`config.mk`:
```
export PLATFORM = sky130hd
export DESIGN_NAME = updown_counter_cmd
export DESIGN_NICKNAME = d
export VERILOG_FILES = /design/src/rtl/updown_counter_cmd.sv
export SDC_FILE = /design/constraint.sdc
export NUM_CORES = 1
export LEC_CHECK = 0
export ABC_CLOCK_PERIOD_IN_PS = 1800
export CAP_MARGIN = 20
export CORE_MARGIN = 2
export CORE_UTILIZATION = 55
export CTS_BUF_LIST = sky130_fd_sc_hd__clkbuf_8 sky130_fd_sc_hd__clkbuf_16
export CTS_CLUSTER_DIAMETER = 100
export CTS_CLUSTER_SIZE = 14
export DETAILED_ROUTE_END_ITERATION = 10
export DONT_BUFFER_PORTS = 1
export PLACE_DENSITY = 0.73
export SLEW_MARGIN = 10
export SYNTH_ARGS = -nofsm -noshare
export SYNTH_HDL_FRONTEND = slang
export SYNTH_SLANG_ARGS = --single-unit
```
`constraint.sdc`:
```
create_clock -name clk -period 1.8 [get_ports clk]
set_clock_uncertainty 0.05 [all_clocks]
set_input_delay 0.09 -clock clk [delete_from_list [all_inputs] [get_ports clk]]
set_output_delay 0.09 -clock clk [all_outputs]
set_load 0.005 [all_outputs]
```
`src/rtl/updown_counter_cmd.sv`:
```
// ---------------------------------------------------------------------------
// updown_counter_cmd
//   Command-driven up/down counter. LOAD/UP/DOWN commands arrive over a
//   valid/ready port. The block drives registered load/updown/en strobes and
//   the count they act on. Each strobe takes effect at the edge that closes
//   the cycle in which it is high.
//
// Ports
//   clk        in   clock, rising edge
//   rst_n      in   asynchronous active-low reset
//   cmd_valid  in   command valid
//   cmd_ready  out  high while idle; a command is accepted on valid & ready
//   cmd_op     in   00 NOP, 01 LOAD, 10 UP, 11 DOWN
//   cmd_data   in   load value (LOAD only)
//   cmd_len    in   number of steps minus one (UP/DOWN only)
//   abort      in   cancel the in-progress command (ignored when idle)
//   load       out  count takes data at the next edge
//   updown     out  step direction, 1 = up; holds its last value when idle
//   en         out  count steps at the next edge
//   data       out  load value, valid while load = 1
//   count      out  counter value, modulo 2**WIDTH
//   busy       out  a command is in progress
//   done       out  one-cycle pulse: command completed, count is final
//   wrap       out  one-cycle pulse in the first cycle count shows a wrapped value
// ---------------------------------------------------------------------------
module updown_counter_cmd #(
  parameter int WIDTH = 4,
  parameter int LEN_W = 4
) (
  input  logic             clk,
  input  logic             rst_n,
  input  logic             cmd_valid,
  output logic             cmd_ready,
  input  logic [1:0]       cmd_op,
  input  logic [WIDTH-1:0] cmd_data,
  input  logic [LEN_W-1:0] cmd_len,
  input  logic             abort,
  output logic             load,
  output logic             updown,
  output logic             en,
  output logic [WIDTH-1:0] data,
  output logic [WIDTH-1:0] count,
  output logic             busy,
  output logic             done,
  output logic             wrap
);

  typedef enum logic [1:0] {
    S_IDLE = 2'd0,
    S_LOAD = 2'd1,
    S_RUN  = 2'd2
  } state_t;

  localparam logic [1:0] OP_LOAD = 2'b01;

  state_t           state;
  state_t           state_next;
  logic [LEN_W-1:0] rem;
  logic             accept;
  logic             accept_load;
  logic             accept_step;

  assign cmd_ready   = (state == S_IDLE);
  assign busy        = (state != S_IDLE);
  assign accept      = cmd_valid & cmd_ready;
  assign accept_load = accept & (cmd_op == OP_LOAD);
  // UP and DOWN are the two ops with the high bit set.
  assign accept_step = accept & cmd_op[1];

  // NOTE: state registers use non-blocking assignments so every flop samples
  // pre-edge values regardless of process evaluation order.
  always_ff @(posedge clk or negedge rst_n) begin
    if (!rst_n) state <= S_IDLE;
    else        state <= state_next;
  end

  // NOTE: state_next gets its default before the case so no path leaves it
  // unassigned, which would otherwise infer a latch.
  always_comb begin
    state_next = state;
    unique case (state)
      S_IDLE: begin
        if (accept_load)      state_next = S_LOAD;
        else if (accept_step) state_next = S_RUN;
      end
      S_LOAD:  state_next = S_IDLE;
      S_RUN:   if (abort || rem == '0) state_next = S_IDLE;
      default: state_next = S_IDLE;
    endcase
  end

  // Datapath and strobes. load/en are only ever high in LOAD/RUN
  // respectively, so the count update below keys off the strobes themselves.
  always_ff @(posedge clk or negedge rst_n) begin
    if (!rst_n) begin
      count  <= '0;
      load   <= 1'b0;
      updown <= 1'b0;
      en     <= 1'b0;
      data   <= '0;
      done   <= 1'b0;
      wrap   <= 1'b0;
      rem    <= '0;
    end else begin
      done <= 1'b0;
      wrap <= 1'b0;

      if (load) begin
        count <= data;
      end else if (en) begin
        if (updown) begin
          count <= count + WIDTH'(1);
          wrap  <= (count == '1);
        end else begin
          count <= count - WIDTH'(1);
          wrap  <= (count == '0);
        end
      end

      unique case (state)
        S_IDLE: begin
          if (accept_load) begin
            load <= 1'b1;
            data <= cmd_data;
          end else if (accept_step) begin
            en     <= 1'b1;
            updown <= ~cmd_op[0];
            rem    <= cmd_len;
          end
        end
        S_LOAD: begin
          load <= 1'b0;
          done <= ~abort;
        end
        S_RUN: begin
          if (abort) begin
            en <= 1'b0;
          end else if (rem == '0) begin
            en   <= 1'b0;
            done <= 1'b1;
          end else begin
            rem <= rem - LEN_W'(1);
          end
        end
        default: begin
          load <= 1'b0;
          en   <= 1'b0;
        end
      endcase
    end
  end

endmodule

```
==> Word-level counts from Yosys, hierarchy flattened <==
Index checks and enable logic that the tools add are counted.
{ "op_classes": {"n_reduce_logical": 13, "bitwise_logic": 8, "add_sub_neg": 3, "n_eq_ne": 12, "n_mux": 25} }
{ "ops": {"columns": ["operator", "count"], "rows": [
  ["$mux W4", 7],
  ["$mux W1", 10],
  ["$logic_not A4 Y1", 2],
  ["$ne A2 B2 Y1 const B", 4],
  ["$pmux W4 S2", 1],
  ["$sub A4 B1 Y4 const B", 2],
  ["$mux W2", 3],
  ["$reduce_and A2 Y1", 3],
  ["$reduce_bool A2 Y1", 3],
  ["$not A1 Y1", 5],
  ["$reduce_and A5 Y1", 1],
  ["$add A4 B1 Y4 const B", 1],
  ["$eq A2 B1 Y1 const B", 2],
  ["$eq A4 B4 Y1 const B", 1],
  ["$ne A2 B1 Y1 const B", 2],
  ["$pmux W1 S2", 2],
  ["$pmux W2 S2", 1],
  ["$reduce_and A4 Y1", 1],
  ["$and A1 B1 Y1", 3],
  ["$ne A3 B1 Y1 const B", 1],
  ["$ne A3 B3 Y1 const B", 1],
  ["$pmux W1 S3", 1],
  ["$reduce_and A3 Y1", 1],
  ["$eq A2 B2 Y1 const B", 1],
  ["other kinds (2)", 2]
]} }
{ "totals": {"elab_cells": 70, "reg_bits": 19, "out_inout_bits": 15, "inputBits": 14} }

==> Depth between registers and ports, before layout <==
{ "logic_depth": {"depth_word": 6, "depth_mapped": 7} }

==> Least setup slack after synthesis <==
OpenSTA, ideal clock, no wires.
{ "synth_path": {"path_type": "reg-to-reg", "startpoint": "register state[0]", "endpoint": "register rem[2]", "stages_incl_launch_ff": 8, "arrival_ns": 1.666, "synth_period_minus_slack_ns": 1.839, "setup_slack_ns": -0.039, "setup_time_ns": 0.123, "cell_sequence": "dfrtp_1 inv_1 ha_1 clkbuf_1 a21boi_1 a2111oi_4 a21oi_1 o221a_1"} }
{ "synth_between": {"elab_chain_cells": 5, "word_cells_on_any_way": 12} }
{ "synth_rtl": {"columns": ["element", "line_no", "source"], "rows": [
  ["start: declaration", "56", "state_t state;"],
  ["start signal: assignment", "74", "else state <= state_next;"],
  ["$logic_not A2 Y1 *", "63", "assign cmd_ready = (state == S_IDLE);"],
  ["named net cmd_ready", "33", "output logic cmd_ready,"],
  ["$and A1 B1 Y1", "65", "assign accept = cmd_valid & cmd_ready;"],
  ["$and A1 B1 Y1, on equally long branches", "68, 66", null],
  ["$ne A2 B1 Y1 (no source line) / $ne A2 B2 Y1 (equally long branches)", null, null],
  ["$reduce_and A5 Y1 (no source line)", null, null],
  ["end signal: assignment", "128", "rem <= cmd_len;"],
  ["end signal: assignment", "142", "rem <= rem - LEN_W'(1);"],
  ["end: declaration", "58", "logic [LEN_W-1:0] rem;"]
]} }
The timed path passes the listed nets; every way through them passes the cells marked *.
A chain may end at the register's enable or synchronous reset.

==> Final worst setup path <==
{ "layout_path": {"startpoint": "register state[0]", "endpoint": "register rem[2]"} }
{ "layout_between": {"elab_chain_cells": 5, "word_cells_on_any_way": 12} }
{ "layout_rtl": {"columns": ["element", "line_no"], "rows": [
  ["$logic_not A2 Y1", "63, 120"],
  ["$and A1 B1 Y1", "65"],
  ["$and A1 B1 Y1, on equally long branches", "68, 66"],
  ["$ne A2 B1 Y1 (no source line) / $ne A2 B2 Y1 (equally long branches)", null],
  ["$reduce_and A5 Y1 (no source line)", null]
]} }
Parallel ways exist; a longest one is shown, timed or not.

==> flow_results.org <==
** Route
- Number of detailed-routing iterations run before antenna repair :: 4
- Final WL :: 2610 µm
- Via density per instance :: 5.80
- Routed Antenna Nets :: 0
- Dividing the detail-routed wire length by the instance count gives roughly 16 µm.
- Count of vias placed by the detailed router :: 940
- In the detailed route, the total length drawn on met3 is 202 µm.
- Uppermost layer routed :: met3
- Drt drc :: 0
- Wire length the detailed router placed on met1 :: 1070 µm
- Detailed route wirelength on metal2 :: 1340 µm
- Drt initial violations :: 28

** Clock network
- In this run the clock root is driven by a clkbuf_8.
- Number of H-tree levels :: 1
- For this design, the sink count on the clock tree is 19.
- Register clock-pin slew on the reported worst setup and hold paths :: 0.07 ns
- Clock tree from TritonCTS :: built
- The clock passes through at most 2 buffers.
- TritonCTS created 3 clock buffers.
- For the worst-skew pair, the clock arrives at the later sink with an insertion delay of 0.25 ns.

** Place
- Detailed placement finished with a half-perimeter wire length of 1840 µm.
- The congestion estimate from routability-driven global placement came to 0.775.
- Cell count after placement :: 147
- Summing all placed instances gives a cell area of between 1000 and 1500 µm².
- Buffers added on ports :: 0

** Synth
- In this run, synthesis inferred 0 flip-flops with an integrated enable.
- FFs w/ async S/R, synth :: 1.00
- The cell area that synthesis handed to floorplanning was ~1100 µm².
- Cell count after synthesis :: 113
- Most instantiated flip-flop cell in the synthesis netlist :: dfrtp_1
- During synthesis, Yosys emitted a total of 0 warnings.
- Number of library cell types mapped by synthesis :: 40
- Syn_area_per_cell :: 10.0 µm²
- Flops & latches, synth :: 19
- Synthesis produced a netlist with a net count of 135.
- The share of the Yosys chip area taken by registers is 0.419.

** Power and ir drop
- Maximum ir drop on the vdd rail :: 0.976 mV
- Power spread over the standard cell area amounts to 1800 nW/µm².
- In this run the static leakage power is 0.612 nW.

** Setup path
- Cell family with most CP delay :: compound AO/OA/AOI/OAI gates
- The number of buffers and inverters on the critical path is 1.
- In this run the number of cells on the critical path is 6.
- Critical path data required time :: 1.89 ns
- Worst setup EP type :: flip-flop
- Worst Path Class, Setup :: flip-flop to flip-flop
- Among all stages on the critical path, the largest delay is contributed by dfrtp_1.
- In this run the critical register-to-register path is captured at rem[2].
- The critical path goes through inv_2 > ha_1 > nor4bb_4 > a2111oi_4 > a21oi_1 > o221a_1.
- Counting cells, the worst reg-to-reg path comes to 6.
- The startpoint identified for the worst register-to-register timing path is state[0].
- In this run the worst setup path terminates at rem[2].
- In this run the register-to-register setup slack is 0.02 ns.
- In this design, the stage delay of the slowest critical-path cell is about 0.4 ns.
- STA classifies the critical path startpoint as a flip-flop.
- At the worst endpoint, the arrival time is 1.87 ns.
- Worst-path maximum fanout :: 3
- In this run the worst setup path begins at state[0].

** STA
- Maximum clock rate :: 0.563 GHz
- For the pin with the worst max-slew slack, the measured transition is a little under 0.9 ns.
- After layout, the minimum clock period comes to 1.78 ns.
- Final setup violation count :: 0
- Hold Violations, Final :: 0
- Setup repair after global routing missed its margin :: yes
- Tcrit/Tclk final :: 0.986
- The worst pin sits at a relative slew slack of 0.410.
- Smallest hold slack :: 0.0397 ns
- Max-slew violation total from the final report :: 0

** Global route
- Vias in the first global route :: 926
- Across every metal layer, demand over resource in global routing totals 0.233.
- The total overflow left after global routing is 0.
- The first global-routing pass estimated approximately 4400 µm of wire.
- Largest net degree at the start of global routing :: 20
- Number of antenna violations at the first check in global routing :: 0

** Final layout
- Diodes inserted :: 0
- Layout filler cell count :: 164
- Excluding fillers, the count of instances in the completed layout stands at roughly 160.
- Area Overhead vs Synth :: 23.3%
- Of the cells placed in the final design, the portion with a size suffix greater than 1 is 0.215.
- Total number of nets in the final design :: between 150 and 200
- Summing all non-filler instances in the final layout gives an area of 1400 µm².

** Die
- Number of standard-cell rows in the floorplan :: 16
- Die footprint :: 2440 µm²
- Starting Density :: 0.578
- The floorplan step set the die width to 49.4 µm.
- The total area inside the core boundary comes to just under 2000 µm².
- Die Y-Extent :: 49.4 µm
- Num ports :: 29

** Min path
- The tightest min-delay check is of the input port to flip-flop type.

** Flow run
- Max-capacitance violation count :: 0

** Run status
- The flow ran to the end, and the final reports show no timing, DRC or antenna violations.
kinds of logic after synthesis:
kind of cell | synth area share
buffers and inverters | 0.0386
muxes | 0.0573
and+or+nand+nor | 0.200
DFF | 0.419
AOI/OAI and AO/OA | 0.175
xor gates and xnor gates | 0.0154
adders and majority gates | 0.0948
layer usage:
metal | GRT usage | vias up
li1 | - | 448
met1 | 0.320 | 450
met2 | 0.392 | 42
met3 | 0.0368 | 0
met4 | 0.0417 | 0
met5 | 0 | -
flip-flops by register name, indices dropped and copies added, names as in the netlist:
register / count
count: 4
data: 4
done: 1
en: 1
load: 1
rem: 4
state: 2
updown: 1
wrap: 1
worst min path at each step:
stage,startpoint,endpoint,cells past startpoint
after floorplan,rst_n,count[0],0
after global placement,rst_n,rem[0],0
after detailed placement,rst_n,wrap,0
after CTS,cmd_len[1],rem[1],4
after global routing,cmd_len[2],rem[2],3
final,cmd_len[1],rem[1],4
stage by stage:
step	worst slack (ns)	setup TNS [ns]	power (mW)	util
floorplan	0.0348	0	1.74	-
global placement	0.0963	0	2.03	0.629
detailed placement	0.0260	0	2.09	0.629
CTS	0.0167	0	2.44	0.698
global route	-0.0483	-0.0920	2.73	0.713
finish	0.0248	0	2.51	0.713
what timing repair did:
action	4_1_cts	5_1_grt
setup endpoints to repair	0	8
setup buffers	0	2
resized for setup	0	7
hold buffers	9	0
hold endpoints to repair	26	0
worst reg2reg max path, cell delays in order, from the launching register on:
cell and delay, ns:
dfrtp_1 0.39, inv_2 0.07, ha_1 0.23, nor4bb_4 0.18, a2111oi_4 0.36, a21oi_1 0.14, o221a_1 0.25
synth_stat cells (2+ instances only):
library cell,number,area share
nor2_1,10,0.033
xnor2_1,2,0.015
ha_1,7,0.077
nand2_1,10,0.033
inv_1,7,0.023
dfrtp_1,19,0.42
a21oi_1,5,0.022
clkbuf_1,2,0.0066
a211oi_1,2,0.013
o21ai_0,11,0.049
mux2i_1,2,0.018
nand3_1,2,0.0088
mux2_2,4,0.040
nor3b_1,4,0.026
where the power goes:
group	leakage, nW	switching [mW]	total [mW]	internal (mW)
clock network	0.0269	0.142	0.293	0.152
registers	0.235	0.239	0.863	0.624
logic	0.350	0.663	1.36	0.695
total	0.612	1.04	2.51	1.47
area by class of cell:
type	count	area [µm²]	share of cell area
inverter	7	26.3	0.0188
clock buffer	3	41.3	0.0295
tap	27	33.8	0.0242
sequential	19	475	0.340
timing repair buffer	22	195	0.140
clock inverter	1	3.75	0.00268
multi-input combinational	83	623	0.445
layout by cell type (no fill, tap or decap), types with 2 or more instances in the layout:
master / synthesis / routed
mux2_2: 4 / 4
nand3_1: 2 / 2
dlygate4sd3_1: 0 / 9
mux2i_1: 2 / 2
buf_6: 0 / 2
dfrtp_1: 19 / 19
nand2_1: 10 / 10
clkbuf_8: 0 / 3
o21ai_0: 11 / 10
nor2_1: 10 / 10
buf_4: 0 / 11
inv_1: 7 / 6
ha_1: 7 / 6
xnor2_1: 2 / 2
nor3b_1: 4 / 4
inv_2: 0 / 2
a21oi_1: 5 / 5
Note: power is estimated with default switching activity, not from simulation.
